<file path="src/rtl/cache_pkg.sv">
// Shared types and helpers for the cache refill engine.
package cache_pkg;

    localparam int ADDR_W_DEF = 15;
    localparam int DATA_W_DEF = 32;

    typedef enum logic [1:0] {
        IDLE,
        READ,
        WAIT,
        DONE
    } refill_state_t;

    // Width of the word-within-block index.
    function automatic int idx_w(input int words);
        return $clog2(words);
    endfunction

    // Clears the word-offset bits so the address points at the first word of its block.
    function automatic logic [31:0] block_align(input logic [31:0] addr, input int words);
        logic [31:0] mask;
        mask = 32'(words - 1);
        return addr & ~mask;
    endfunction

endpackage

</file>
<file path="src/rtl/cache_refill_ctrl_mem_wait_timer.sv">
// Loadable down-counter that flags the edge at which the memory latency runs out.
module mem_wait_timer #(
    parameter int CNT_W = 2
) (
    input  logic             clk,
    input  logic             rst,
    input  logic             load,
    input  logic [CNT_W-1:0] load_value,
    output logic             expired
);

    logic [CNT_W-1:0] cnt;

    // Load on request, otherwise count down to zero and stay there.
    always_ff @(posedge clk or posedge rst) begin
        if (rst) begin
            cnt <= '0;
        end else if (load) begin
            cnt <= load_value;
        end else if (cnt != '0) begin
            cnt <= cnt - CNT_W'(1);
        end
    end

    assign expired = (cnt == CNT_W'(1));

endmodule

</file>
<file path="src/rtl/cache_refill_ctrl.sv">
// Refill engine: fetches a whole aligned block from fixed-latency memory and writes it into the cache word by word.
module cache_refill_ctrl
    import cache_pkg::*;
#(
    parameter int ADDR_W          = ADDR_W_DEF,
    parameter int DATA_W          = DATA_W_DEF,
    parameter int WORDS_PER_BLOCK = 4,
    parameter int MEM_LATENCY     = 2,
    parameter int CNT_W           = 16
) (
    input  logic              clk,
    input  logic              rst,
    input  logic              miss_req,
    input  logic [ADDR_W-1:0] miss_addr,
    output logic              mem_rd,
    output logic [ADDR_W-1:0] mem_addr,
    input  logic [DATA_W-1:0] mem_data,
    output logic              fill_valid,
    output logic [ADDR_W-1:0] fill_addr,
    output logic [DATA_W-1:0] fill_data,
    output logic              fill_last,
    output logic              busy,
    output logic [CNT_W-1:0]  refill_count
);

    localparam int IDX_W   = idx_w(WORDS_PER_BLOCK);
    localparam int TIMER_W = $clog2(MEM_LATENCY + 1);
    localparam logic [IDX_W-1:0] LAST_IDX = IDX_W'(WORDS_PER_BLOCK - 1);

    refill_state_t     state, state_next;
    logic [ADDR_W-1:0] base;
    logic [IDX_W-1:0]  idx;
    logic              accept;
    logic              capture;
    logic              advance;
    logic              timer_load;
    logic              expired;

    // Base is block-aligned, so OR-ing in the index never carries into the block number.
    assign mem_addr = base | ADDR_W'(idx);

    mem_wait_timer #(
        .CNT_W (TIMER_W)
    ) u_timer (
        .clk        (clk),
        .rst        (rst),
        .load       (timer_load),
        .load_value (TIMER_W'(MEM_LATENCY)),
        .expired    (expired)
    );

    // State register.
    always_ff @(posedge clk or posedge rst) begin
        if (rst) begin
            state <= IDLE;
        end else begin
            state <= state_next;
        end
    end

    // Next-state decode and per-state control strobes.
    always_comb begin
        state_next = state;
        mem_rd     = 1'b0;
        busy       = 1'b0;
        fill_last  = 1'b0;
        timer_load = 1'b0;
        accept     = 1'b0;
        capture    = 1'b0;
        advance    = 1'b0;
        case (state)
            IDLE: begin
                if (miss_req) begin
                    accept     = 1'b1;
                    state_next = READ;
                end
            end
            READ: begin
                busy       = 1'b1;
                mem_rd     = 1'b1;
                timer_load = 1'b1;
                state_next = WAIT;
            end
            WAIT: begin
                busy = 1'b1;
                if (expired) begin
                    capture = 1'b1;
                    if (idx != LAST_IDX) begin
                        advance    = 1'b1;
                        state_next = READ;
                    end else begin
                        state_next = DONE;
                    end
                end
            end
            DONE: begin
                busy       = 1'b1;
                fill_last  = 1'b1;
                state_next = IDLE;
            end
            default: state_next = IDLE;
        endcase
    end

    // Block base, word index, captured fill word and the saturating refill counter.
    always_ff @(posedge clk or posedge rst) begin
        if (rst) begin
            base         <= '0;
            idx          <= '0;
            fill_valid   <= 1'b0;
            fill_addr    <= '0;
            fill_data    <= '0;
            refill_count <= '0;
        end else begin
            fill_valid <= capture;
            if (accept) begin
                base <= ADDR_W'(block_align(32'(miss_addr), WORDS_PER_BLOCK));
                idx  <= '0;
            end
            if (capture) begin
                fill_addr <= mem_addr;
                fill_data <= mem_data;
            end
            if (advance) begin
                idx <= idx + IDX_W'(1);
            end
            if (state == DONE && refill_count != '1) begin
                refill_count <= refill_count + CNT_W'(1);
            end
        end
    end

endmodule

</file>
<file path="config.mk">
export PLATFORM = sky130hd
export DESIGN_NAME = cache_refill_ctrl
export DESIGN_NICKNAME = d
export VERILOG_FILES = /design/src/rtl/cache_pkg.sv /design/src/rtl/cache_refill_ctrl_mem_wait_timer.sv /design/src/rtl/cache_refill_ctrl.sv
export SDC_FILE = /design/constraint.sdc
export NUM_CORES = 1
export LEC_CHECK = 0
export ABC_AREA = 1
export CAP_MARGIN = 30
export CORE_ASPECT_RATIO = 0.8
export CORE_UTILIZATION = 45
export DETAILED_ROUTE_END_ITERATION = 10
export PLACE_DENSITY = 0.82
export REMOVE_ABC_BUFFERS = 1
export SLEW_MARGIN = 20
export SYNTH_ARGS = -nofsm -noshare
export SYNTH_HDL_FRONTEND = slang
export SYNTH_SLANG_ARGS = --single-unit
export TNS_END_PERCENT = 20
</file>
<file path="constraint.sdc">
create_clock -name clk -period 3 [get_ports clk]
set_input_delay 0.6 -clock clk [delete_from_list [all_inputs] [get_ports clk]]
set_output_delay 0.6 -clock clk [all_outputs]
set_load 0.01 [all_outputs]
</file>
==> results.md <==
* Status: finished clean
* 1st-iter DRT viols at 121
* Port bufs at roughly 130
* Area delta synth->final at 43.2%
* Finished layout cell area at between 5000 and 6000 µm²
* Crit share post-route at 0.759
* CP max stage delay at 560 ps
* Max VDD drop at 0.517 mV
* Kind of critical path: flip-flop to primary output
* Worst r2r dst: fill_data[5]
* Reg area at 2080 µm²
* Min Clock Period, post-route at 2280 ps
* Setup TNS at 0 ps
* Cell variety after synth at 22
* Measured slew at the worst slew-check pin at around 810 ps
* WL/cell at 12.8 µm
* Largest net degree at the start of global routing at 50
* Num CTS Buffers at 9
* CTS-repair resized insts at 0
* Worst skew pair latency at 350 ps
* CTS Hold Bufs at 0
* HP Start: fill_data[6]
* Vias at 3,168
* Post-CTS Setup Bufs at 0
* CTS tree: done
* Worst path cell trace: nand2_1, inv_1, clkdlybuf4s50_1
* Initial core utilization at 0.477
* Initial antenna violation count at 0
* Final Hold Fails at 0
* Fmax at 439 MHz
* Unrepaired setup endpoints after global routing: no
* Data arrival at the endpoint of the critical path at approximately 1700 ps
* Die Span Y at 82.1 µm
* Worst hold-check path type: flip-flop to flip-flop
* Reg-to-reg slack, setup at 1330 ps
* Ant. Diodes at 0
* CP Launch Type: flip-flop
* Commonest non-fill, non-tap cell in the layout: nand2_1
* DR pass1 iterations at 4
* Die ar. at around 8400 µm²
* Placement Cell Area at 5000 µm²
* Antenna Nets Post-Route at 0
* Most frequent cells in the layout: nand2_1, clkdlybuf4s50_1, dfrtp_1, inv_1, nor2_1
* Root buffer cell: clkbuf_8
* Register-to-Register Path Depth at 6
* Synth Area per Inst at 8.15 µm²
* Critical R2R Launch: u_timer.cnt[0]
* Slew headroom at 0.461
* Clock-pin slew on the worst setup and hold paths at 90 ps
* Placed instance count at 667
* Seq/Total Area, Yosys at 0.576
* Fillers at 608
* Endpoint, Worst Hold: fill_data[6]
* Skew final at 11.3 ps
* Slowest cell on crit path: clkdlybuf4s50_1
* GPL Wtd Cong at 0.852
* Hold Path Depth at 2
* Gate Count Post-Synth at 443
* Final setup viols at 0
* Crit end category: primary output
* Power Dens Cells at 897 nW/µm²
* Post-Route WL at just under 9000 µm
* Vias in the first global route at 2,867
* Lkg Pwr at 2.54 nW
* First-pass GRT wire length at 13,400 µm
* Core Rows at 28
* CTS Buffer Depth at 2
* Core Area at 7570 µm²
* Multi-input combinational cell area at about 1400 µm²
* Layout cells sized above 1 at 0.0484
* H-tree lvl count at 3
* Post-Layout Cell Count at 683
* Number of remaining DRC errors at 0
* Critical Path RT at 2400 ps
* Netlist Area Pre-Place at 3610 µm²
* Grt total ovfl at 0
* Post-DR vias/cell at about 4.6
* Seq cells post-synth at 83
* I/O pin cnt at 132
* Max-Cap Viols at 0
* Post-DP HPWL at 6190 µm
* Fin nets at 627
* Global-route usage over all layers at 0.210
* Maximum fanout along the worst path at 5
* Die Wd at 102 µm
* Clk sinks at 83
* YS warnings at 0
* Final Max Tran Viols at 0
==> cell type report <==
cell class                      instances  area share
Tap cell                              105      0.0254
Sequential cell                        83       0.402
Clock inverter                          5     0.00726
Inverter                               27      0.0198
Clock buffer                           11      0.0254
Multi-Input combinational cell        320       0.264
Timing Repair Buffer                  132       0.257
==> critical path: cells and delay by family (launching register included) <==
family / cells / cell delay (ps)
buffers and inverters: 2 / 720
and+or+nand+nor: 1 / 190
DFF: 1 / 410
==> where the power goes <==
group          leakage (nW)  internal [W]  total (W)  switching [W]
clock network        0.0799      0.000304   0.000699       0.000395
registers              1.05       0.00158    0.00189       0.000303
logic                  1.42       0.00107    0.00205       0.000981
==> how the worst max path moves through the flow <==
| stage | from | end | slack (ps) | cells past startpoint |
|---|---|---|---|---|
| CTS | state[1] | fill_last | 710 | 3 |
| global route | state[1] | fill_last | 630 | 3 |
| detailed placement | miss_req | base[2] | 1060 | 6 |
| floorplan | rst | base[10] | 260 | 1 |
| global placement | miss_req | base[2] | 1080 | 5 |
| finish | state[1] | fill_last | 720 | 3 |
==> metal layers <==
layer  track usage  vias up  part of all wire
met5             0        -                 0
met4        0.0386        0            0.0094
li1              -     1595                 -
met2         0.340      113              0.46
met1         0.264     1448              0.43
met3        0.0943       12             0.097
==> flip-flops by register name (all words and copies together) (netlist names) <==
name and count:
refill_count 16, u_timer.cnt 2, base 13, state 2
fill_data 32, fill_addr 15, fill_valid 1, idx 2
==> through the flow <==
step           hold WS (ps)  setup slack [ps]  utilization  power [W]
2_1_floorplan           464               263            -    0.00273
3_3_place_gp            452              1080        0.661    0.00388
3_5_place_dp            458              1060        0.661    0.00397
4_1_cts                 477               715        0.683    0.00468
5_1_grt                 492               626        0.683    0.00499
6_report                475               724        0.683    0.00464
==> cells by family after synthesis <==
| logic type | Yosys count | synth area share |
|---|---|---|
| flip-flops | 83 | 0.576 |
| AND/OR/NAND/NOR | 303 | 0.335 |
| AO/OA/AOI/OAI | 8 | 0.0149 |
| XOR/XNOR | 5 | 0.0121 |
| adder cells (fa/ha/maj) | 4 | 0.0139 |
| buffers and inverters | 40 | 0.0482 |
==> synth_stat cells (all sizes together) <==
library cell / instances / area [µm²]
nand2: 257 / 972
xor2: 4 / 35.0
o21bai: 1 / 7.51
nor2: 27 / 131
ha: 4 / 50.1
xnor2: 1 / 8.76
buf: 8 / 53.8
inv: 27 / 101
dfrtp: 83 / 2080
a21oi: 1 / 5.00
nand4: 4 / 31.3
nand3: 15 / 75.1
o21ai: 6 / 41.3
clkbuf: 5 / 18.8
Note: power is estimated with default switching activity, not from simulation.
